## src/rtl/crc_pkg.sv

```systemverilog
// Shared constants, FSM state type and the byte-wide CRC16-USB step for the frame writer.
package crc_pkg;

  localparam logic [15:0] CRC16_USB_INIT      = 16'hFFFF;
  localparam logic [15:0] CRC16_USB_XOROUT    = 16'hFFFF;
  localparam logic [15:0] CRC16_USB_POLY_REFL = 16'hA001;

  typedef enum logic [2:0] {
    IDLE,
    DATA,
    CRC_LO,
    CRC_HI,
    DONE
  } wr_state_e;

  // LSB-first (reflected) update: one full byte per call.
  function automatic logic [15:0] crc16_usb_byte(input logic [15:0] crc, input logic [7:0] data);
    logic [15:0] c;
    c = crc ^ {8'h00, data};
    for (int i = 0; i < 8; i++) begin
      c = c[0] ? ((c >> 1) ^ CRC16_USB_POLY_REFL) : (c >> 1);
    end
    return c;
  endfunction

endpackage

```

## src/rtl/crc_frame_writer_if.sv

```systemverilog
// Byte stream into the frame writer: valid/ready handshake with an end-of-frame marker.
interface crc_frame_writer_if;
  logic [7:0] data_in;
  logic       data_valid;
  logic       data_last;
  logic       data_ready;

  modport master (output data_in, output data_valid, output data_last, input data_ready);
  modport slave  (input data_in, input data_valid, input data_last, output data_ready);
endinterface

```

## src/rtl/crc16_usb_acc.sv

```systemverilog
// Running CRC16-USB register: reloads on init, folds in one byte per enabled cycle.
module crc16_usb_acc
  import crc_pkg::*;
(
  input  logic        clk50m,
  input  logic        rst,
  input  logic        init,
  input  logic        en,
  input  logic [7:0]  data,
  output logic [15:0] crc
);

  always_ff @(posedge clk50m) begin
    if (rst || init) begin
      crc <= CRC16_USB_INIT;
    end else if (en) begin
      crc <= crc16_usb_byte(crc, data);
    end
  end

endmodule

```

## src/rtl/crc_frame_writer.sv

```systemverilog
// Writes a payload stream to memory, then (with CRC_FRAME_APPEND_EN defined) appends its
// CRC16-USB low byte first; reports length, CRC and overflow with a one-cycle frm_rdy.
module crc_frame_writer
  import crc_pkg::*;
#(
  parameter logic [9:0] BASE_ADDR = 10'd0,
  parameter int         MAX_LEN   = 1022
) (
  input  logic                      clk50m,
  input  logic                      rst,
  input  logic                      frm_start,
  crc_frame_writer_if.slave         stream,
  output logic [9:0]                mem_addr,
  output logic [7:0]                mem_wdata,
  output logic                      mem_we,
  output logic [15:0]               crc_out,
  output logic [9:0]                frm_len,
  output logic                      frm_rdy,
  output logic                      frm_err
);

`ifdef CRC_FRAME_APPEND_EN
  localparam bit APPEND_EN = 1'b1;
`else
  localparam bit APPEND_EN = 1'b0;
`endif

  localparam logic [9:0] MAX_CNT = 10'(MAX_LEN);

  wr_state_e   state;
  logic [9:0]  byte_cnt;
  logic        ovf;
  logic [15:0] crc_reg;
  logic [15:0] crc_final;
  logic        acc_init;
  logic        acc_en;

  assign acc_init  = (state == IDLE) && frm_start;
  assign acc_en    = (state == DATA) && stream.data_valid;
  assign crc_final = crc_reg ^ CRC16_USB_XOROUT;

  crc16_usb_acc u_crc (
    .clk50m (clk50m),
    .rst    (rst),
    .init   (acc_init),
    .en     (acc_en),
    .data   (stream.data_in),
    .crc    (crc_reg)
  );

  always_ff @(posedge clk50m) begin
    if (rst) begin
      state             <= IDLE;
      byte_cnt          <= '0;
      ovf               <= 1'b0;
      stream.data_ready <= 1'b0;
      mem_we            <= 1'b0;
      mem_addr          <= '0;
      mem_wdata         <= '0;
      crc_out           <= '0;
      frm_len           <= '0;
      frm_rdy           <= 1'b0;
      frm_err           <= 1'b0;
    end else begin
      mem_we  <= 1'b0;
      frm_rdy <= 1'b0;
      case (state)
        IDLE: begin
          if (frm_start) begin
            state             <= DATA;
            byte_cnt          <= '0;
            ovf               <= 1'b0;
            frm_err           <= 1'b0;
            stream.data_ready <= 1'b1;
          end
        end
        DATA: begin
          if (stream.data_valid) begin
            mem_we    <= 1'b1;
            mem_addr  <= BASE_ADDR + byte_cnt;
            mem_wdata <= stream.data_in;
            byte_cnt  <= byte_cnt + 10'd1;
            if (stream.data_last) begin
              state             <= CRC_LO;
              stream.data_ready <= 1'b0;
            end else if (byte_cnt == MAX_CNT - 10'd1) begin
              // Buffer full without an end marker: keep the byte, skip the CRC tail.
              state             <= DONE;
              ovf               <= 1'b1;
              stream.data_ready <= 1'b0;
            end
          end
        end
        CRC_LO: begin
          if (APPEND_EN) begin
            mem_we    <= 1'b1;
            mem_addr  <= BASE_ADDR + byte_cnt;
            mem_wdata <= crc_final[7:0];
            state     <= CRC_HI;
          end else begin
            frm_rdy <= 1'b1;
            crc_out <= crc_final;
            frm_len <= byte_cnt;
            state   <= IDLE;
          end
        end
        CRC_HI: begin
          mem_we    <= 1'b1;
          mem_addr  <= BASE_ADDR + byte_cnt + 10'd1;
          mem_wdata <= crc_final[15:8];
          state     <= DONE;
        end
        DONE: begin
          frm_rdy <= 1'b1;
          frm_err <= ovf;
          crc_out <= crc_final;
          frm_len <= byte_cnt;
          state   <= IDLE;
        end
        default: state <= IDLE;
      endcase
    end
  end

endmodule

```

## src/flat_wrapper.sv

```systemverilog
// flat-port wrapper written by rule: the top's interface ports become plain ports
module crc_frame_writer_flat import crc_pkg::*;
#(
  parameter logic [9:0] BASE_ADDR = 10'd0,
  parameter int         MAX_LEN   = 1022
)
  (clk50m, rst, frm_start, mem_addr, mem_wdata, mem_we, crc_out, frm_len, frm_rdy, frm_err, stream_data_in, stream_data_valid, stream_data_last, stream_data_ready);
  crc_frame_writer_if stream_i ();
  input  logic clk50m;
  input  logic rst;
  input  logic frm_start;
  output logic [9:0] mem_addr;
  output logic [7:0] mem_wdata;
  output logic mem_we;
  output logic [15:0] crc_out;
  output logic [9:0] frm_len;
  output logic frm_rdy;
  output logic frm_err;
  input wire logic [$bits(stream_i.data_in)-1:0] stream_data_in;
  input wire logic [$bits(stream_i.data_valid)-1:0] stream_data_valid;
  input wire logic [$bits(stream_i.data_last)-1:0] stream_data_last;
  output wire logic [$bits(stream_i.data_ready)-1:0] stream_data_ready;
  assign stream_i.data_in = stream_data_in;
  assign stream_i.data_valid = stream_data_valid;
  assign stream_i.data_last = stream_data_last;
  assign stream_data_ready = stream_i.data_ready;
  crc_frame_writer #(.BASE_ADDR(BASE_ADDR), .MAX_LEN(MAX_LEN)) u_core (.clk50m(clk50m), .rst(rst), .frm_start(frm_start), .stream(stream_i), .mem_addr(mem_addr), .mem_wdata(mem_wdata), .mem_we(mem_we), .crc_out(crc_out), .frm_len(frm_len), .frm_rdy(frm_rdy), .frm_err(frm_err));
endmodule
```

## config.mk

```make
export PLATFORM = sky130hd
export DESIGN_NAME = crc_frame_writer_flat
export DESIGN_NICKNAME = d
export VERILOG_FILES = /design/src/rtl/crc_pkg.sv /design/src/rtl/crc_frame_writer_if.sv /design/src/rtl/crc16_usb_acc.sv /design/src/rtl/crc_frame_writer.sv /design/src/flat_wrapper.sv
export SDC_FILE = /design/constraint.sdc
export NUM_CORES = 1
export LEC_CHECK = 0
export ABC_AREA = 1
export BUFFER_PORTS_ARGS = -buffer_cell sky130_fd_sc_hd__buf_2
export CORE_MARGIN = 4
export CORE_UTILIZATION = 30
export CTS_BUF_LIST = sky130_fd_sc_hd__clkbuf_8 sky130_fd_sc_hd__clkbuf_16
export DETAILED_ROUTE_END_ITERATION = 16
export PLACE_DENSITY = 0.57
export SETUP_SLACK_MARGIN = 0.3
export SLEW_MARGIN = 20
export SYNTH_ARGS = -nofsm -noshare
export SYNTH_HDL_FRONTEND = slang
export SYNTH_SLANG_ARGS = --single-unit
```

## constraint.sdc

```tcl
create_clock -name clk50m -period 5.1 [get_ports clk50m]
set_clock_uncertainty 0.15 [all_clocks]
set_input_delay 0.255 -clock clk50m [delete_from_list [all_inputs] [get_ports clk50m]]
set_output_delay 0.255 -clock clk50m [all_outputs]
set_load 0.005 [all_outputs]
```

* Word level (Yosys, flattened, before mapping) *
Index checks and enable logic that the tools add are counted.
Widths: inputs -> output; s select.

word-level totals
  register bits after elaboration = 78
  bits of input ports = 13
  output and inout port bits = 48
  word-level logic and storage cells = 81

cells by class
  $add $sub $neg = 1
  eq/ne operators = 10
  mux-type cells = 34
  bitwise operators = 10
  reduce and logical (&&, ||, !) cells = 14

operators with widths
  cell                   number
  $mux 16                8
  $pmux 10 s2            2
  $mux 10                3
  $not 2->3              8
  $not 16->16            1
  $pmux 8 s2             1
  $xor 16x8->16          1
  $mux 3                 4
  $add 10x1->10 const B  1
  $eq 10x10->1 const B   1
  $mux 1                 10
  $pmux 3 s3             1
  $mux 8                 1
  $ne 2x2->1 const B     4
  $pmux 1 s2             4
  $eq 3x2->1 const B     2
  $reduce_and 3->1       2
  $reduce_bool 2->1      3
  $reduce_and 5->1       1
  $reduce_and 2->1       2
  $reduce_and 4->1       1
  $eq 3x1->1 const B     1
  $eq 3x3->1 const B     1
  $logic_not 3->1        1
  other kinds (4)        5

* Logic depth before layout (Yosys ltp) *
  word-level depth = 17
  depth in mapped cells = 16
  depth with buffers taken out = 16

* Cells and area by module *
From an unflattened synthesis, not the netlist that was laid out.

second synthesis, totals
  cell total of the unflattened synthesis = 470
  area, all modules = 3508.4 sq um

modules (own cells, without submodules)
  module            times used  cells each  area each (sq um)  sequential area each (sq um)
  crc_frame_writer  1           340         2586.2             1241.2
  crc16_usb_acc     1           130         922.1              320.3

* Worst setup path before layout *
No wires, ideal clock.

  path type = reg2reg
  start point = reg u_core.u_crc.crc[2]
  end point = reg u_core.u_crc.crc[0]
  setup time = 0.115 ns
  arrival = 1.335 ns
  required time = 4.835 ns
  slack = 3.500 ns
  stages on the path, launching flop included = 16
  path buffers = 0
  clock period less this slack = 1.600 ns
  cells stage by stage = dfxtp_1 -> inv_2 -> nand2_1 -> nand2_2 -> nand2_2 -> nand2_4 -> inv_4 -> nand2_4 -> nand2_4 -> nand2_4 -> nand3_2 -> nand3_2 -> nand2_2 -> nand2_1 -> nand3_1 -> nand2_1

between the ends
  longest elaborated chain between the ends = 10

RTL lines
  element                    RTL line             RTL
  start: declaration         crc16_usb_acc.sv:10  output logic [15:0] crc
  start signal: assignment   crc16_usb_acc.sv:17  crc <= crc16_usb_byte(crc, data);
  $xor 16x8->16 (*)          crc_pkg.sv:19        c = crc ^ {8'h00, data};
  $mux 16 (*)                crc_pkg.sv:21        c = c[0] ? ((c >> 1) ^ CRC16_USB_POLY_REFL) : (c >> 1);
  $not 2->3 (no line)        n/a
  $mux 16 (*) (7 in series)  crc_pkg.sv:21

Every way passes the cells marked *; elsewhere a longest branch is shown, timed or not.
A chain may end at the register's enable or synchronous reset.

* Final worst setup path *
  start point = reg u_core.state[0]
  end point = reg u_core.mem_wdata[0]

between the ends
  longest elaborated chain between the ends = 3
  elaborated cells on any way between the ends = 6
  those cells by class = eq/ne (3); mux (1); reduce/logical (2)

RTL lines
  element                                                    RTL line                 RTL
  start: declaration                                         crc_frame_writer.sv:30   wr_state_e state;
  start signal: assignment                                   crc_frame_writer.sv:53   state <= IDLE;
  start signal: assignment                                   crc_frame_writer.sv:70   state <= DATA;
  start signal: assignment                                   crc_frame_writer.sv:84   state <= CRC_LO;
  $eq 3x1->1 or $eq 3x2->1 (tied branches)                   crc_frame_writer.sv:67   case (state)
  $ne 2x2->1 (no line) or $reduce_bool 2->1 (tied branches)  n/a
  $reduce_and 2->1 (no line)                                 n/a
  end signal: assignment                                     crc_frame_writer.sv:81   mem_wdata <= stream.data_in;
  end signal: assignment                                     crc_frame_writer.sv:98   mem_wdata <= crc_final[7:0];
  end signal: assignment                                     crc_frame_writer.sv:110  mem_wdata <= crc_final[15:8];
  end: declaration                                           crc_frame_writer.sv:14   output logic [7:0] mem_wdata,

Parallel ways exist; a longest one is shown, timed or not.

==> flow_metrics.py <==
metrics = {
    "run_status": {
        "status": "finished clean",
    },
    "detailed_routing": {
        "wl_met1_mm": 3.94,
        "drt_pre_antenna_iters": 4,
        "wl_met2_mm": 4.40,
        "wirelength_mm": 9.04,
        "vias": 3053,
        "vias_per_cell": 4.73,
        "wl_met3_um": 433,
        "antenna_left": 0,
        "routedWlPerCell_um": 14.0,
        "highest_layer": "met4",
        "drc": 0,
        "drtIter0Drc": 170,
    },
    "logic_synthesis": {
        "synthFlopType": "dfxtp_1",
        "ys_types": 36,
        "ys_async_sr_fraction_pct": 0,
        "seq_area_frac_synth_pct": 44.6,
        "ys_ff_latch": 78,
        "synth_edf_count": 0,
        "ys_warn_count": 0,
        "syn_nets": 461,
        "netlist_area_mm2": 0.00350,
        "syn_area_per_cell_um2": 7.85,
        "synthCells": 446,
    },
    "sta": {
        "slew_headroom_pct": 34.3,
        "fmaxAchievable_mhz": 402,
        "maxSlewViolCount": 0,
        "setup_viol": 0,
        "worst_slew_pin_slew_ns": 0.984,
        "post-route-min-period_ns": 2.49,
        "setup_ws_ns": 2.61,
        "min_period_over_period_pct": 48.7,
        "rsz0062_at_grt": "false",
        "hold_viol_final": 0,
        "fin_setup_tns_ns": 0,
    },
    "clocking": {
        "clk_latency_ns": 0.33,
        "cts-resized-gates": 0,
        "clockRootBuffer": "clkbuf_16",
        "cts_hold_buf": 1,
        "clkTransAtPathRegs_ns": 0.06,
        "cts_buffers": 9,
        "postCtsSetupBuffers": 0,
        "numClockSinks": 78,
        "cts_tree": "yes",
        "htreeDepth": 3,
        "cts_buffer_depth": 2,
    },
    "pwr": {
        "leakage_nw": 1.88,
        "ir_drop_v": 0.000177,
        "powerDensity_mw_per_mm2": 372,
    },
    "setup_path": {
        "worstPathArrival_ns": 2.55,
        "worst-setup-path-type": "flop to flop",
        "r2r_setup_slack_ns": 2.61,
        "end_kind": "flop",
        "worst_setup_path_start_kind": "flop",
        "required_ns": 5.17,
        "crit_path_max_fanout": 31,
    },
    "global_routing": {
        "grt_usage_pct": 14.2,
        "grt_pass1_vias": 3050,
        "grt_overflow_total": 0,
        "grt_first_pass_wirelength_mm": 15.0,
        "antenna_found_initial": 0,
        "grt_max_degree": 52,
    },
    "finish": {
        "final_cell_mix": "nand2_1, dfxtp_1, buf_2, a21oi_1, o21ai_0",
        "layout-area-overhead-vs-synth_pct": 20.6,
        "ff_latch_area_mm2": 0.00156,
        "layout.nets": 513,
        "fill_cells": 1187,
        "drive_above_1_share_pct": 23.7,
        "antenna_cells": 0,
        "multi_input_area_mm2": 0.00167,
    },
    "run": {
        "maxCapViolCount": 0,
    },
    "floorplan": {
        "die_x_um": 116,
        "start_util_pct": 30.7,
        "io_pins": 61,
        "core_mm2": 0.0114,
        "die_area_mm2": 0.0135,
        "die_y_um": 116,
        "rows": 39,
    },
    "placed_design": {
        "place.gp.congestion": 0.817,
        "place_hpwl_mm": 6.44,
        "pre_cts_ws_ns": 2.30,
        "port_buffers": 60,
    },
    "hold_path": {
        "hold_class": "input pin to flop",
    },
}
[synth_stat cells (3+ instances only)]
master,count,share of area (%)
dfxtp_1,78,45
nand2_1,78,8.4
a21oi_1,59,8.4
o21ai_0,37,5.3
inv_1,35,3.8
nor2_1,31,3.3
nand3_1,18,2.6
inv_2,10,1.1
xor2_1,10,2.5
clkbuf_1,9,0.96
nand2_4,9,2.9
nand2_2,7,1.3
a31oi_1,6,1.1
xnor2_1,6,1.5
buf_2,5,0.71
nand3_2,5,1.4
a2111oi_2,4,1.7
buf_1,4,0.43
nand4_1,4,0.71
o221ai_1,4,1.0
nor3_1,3,0.43
o21ai_1,3,0.43
[routing by layer]
layer | up-vias | track usage (%)
met5 | - | 0
met4 | 0 | 7.35
met3 | 16 | 2.66
met2 | 64 | 23.6
met1 | 1384 | 17.5
li1 | 1589 | -
[metrics by stage]
stage               utilization, %  std cells  instance area [µm²]  hold slack, ns  power, mW
floorplan                        -        446                 3500           0.185      0.828
global placement              34.0        629                 3890           0.298      0.883
detailed placement            34.0        629                 3890           0.302      0.888
CTS                           37.0        645                 4220          0.0759       1.59
global route                  37.0        645                 4220          0.0946       1.64
finish                        37.0        645                 4220          0.0841       1.57
[critical path: stages, from the launching register on]
cell and delay [ns]:
dfxtp_1 0.34, inv_2 0.06, nor2_2 0.08, inv_2 0.07, nor2_4 0.17, inv_2 0.06, nor2_4 0.57, inv_2 0.43
o221ai_1 0.36, nor2_1 0.06
[report_power, final]
group	internal (mW)	switching, mW	total [mW]	leakage, nW
Combinational	0.0751	0.139	0.215	1.09
Clock	0.451	0.247	0.698	0.161
Sequential	0.639	0.0211	0.660	0.633
Total	1.16	0.408	1.57	1.88
[cell families after synthesis]
family	Yosys count	share of synthesized area, %
adders and majority gates	2	0.715
DFF	78	44.6
and+or+nand+nor	164	23.6
xor gates and xnor gates	16	4.00
buffers and inverters	67	7.86
AOI/OAI and AO/OA	119	19.2
[final cells by class]
| cell class | instances | share of cell area [%] |
|---|---|---|
| clock buffer | 11 | 5.99 |
| clock inverter | 4 | 1.66 |
| inverter | 46 | 4.15 |
| multi-input combinational | 301 | 39.5 |
| sequential | 78 | 37.0 |
| tap | 143 | 4.24 |
| timing repair buffer | 62 | 7.53 |
[worst paths after layout]
kind / to / cells after the start / start
setup reg to reg: u_core.mem_wdata[0] / 9 / u_core.state[0]
hold / removal: u_core.mem_wdata[7] / 3 / stream_data_in[7]
hold reg to reg: u_core.stream.data_ready / 2 / u_core.stream.data_ready
setup / recovery: u_core.mem_wdata[0] / 9 / u_core.state[0]
Power figures use the tool's default switching activity.
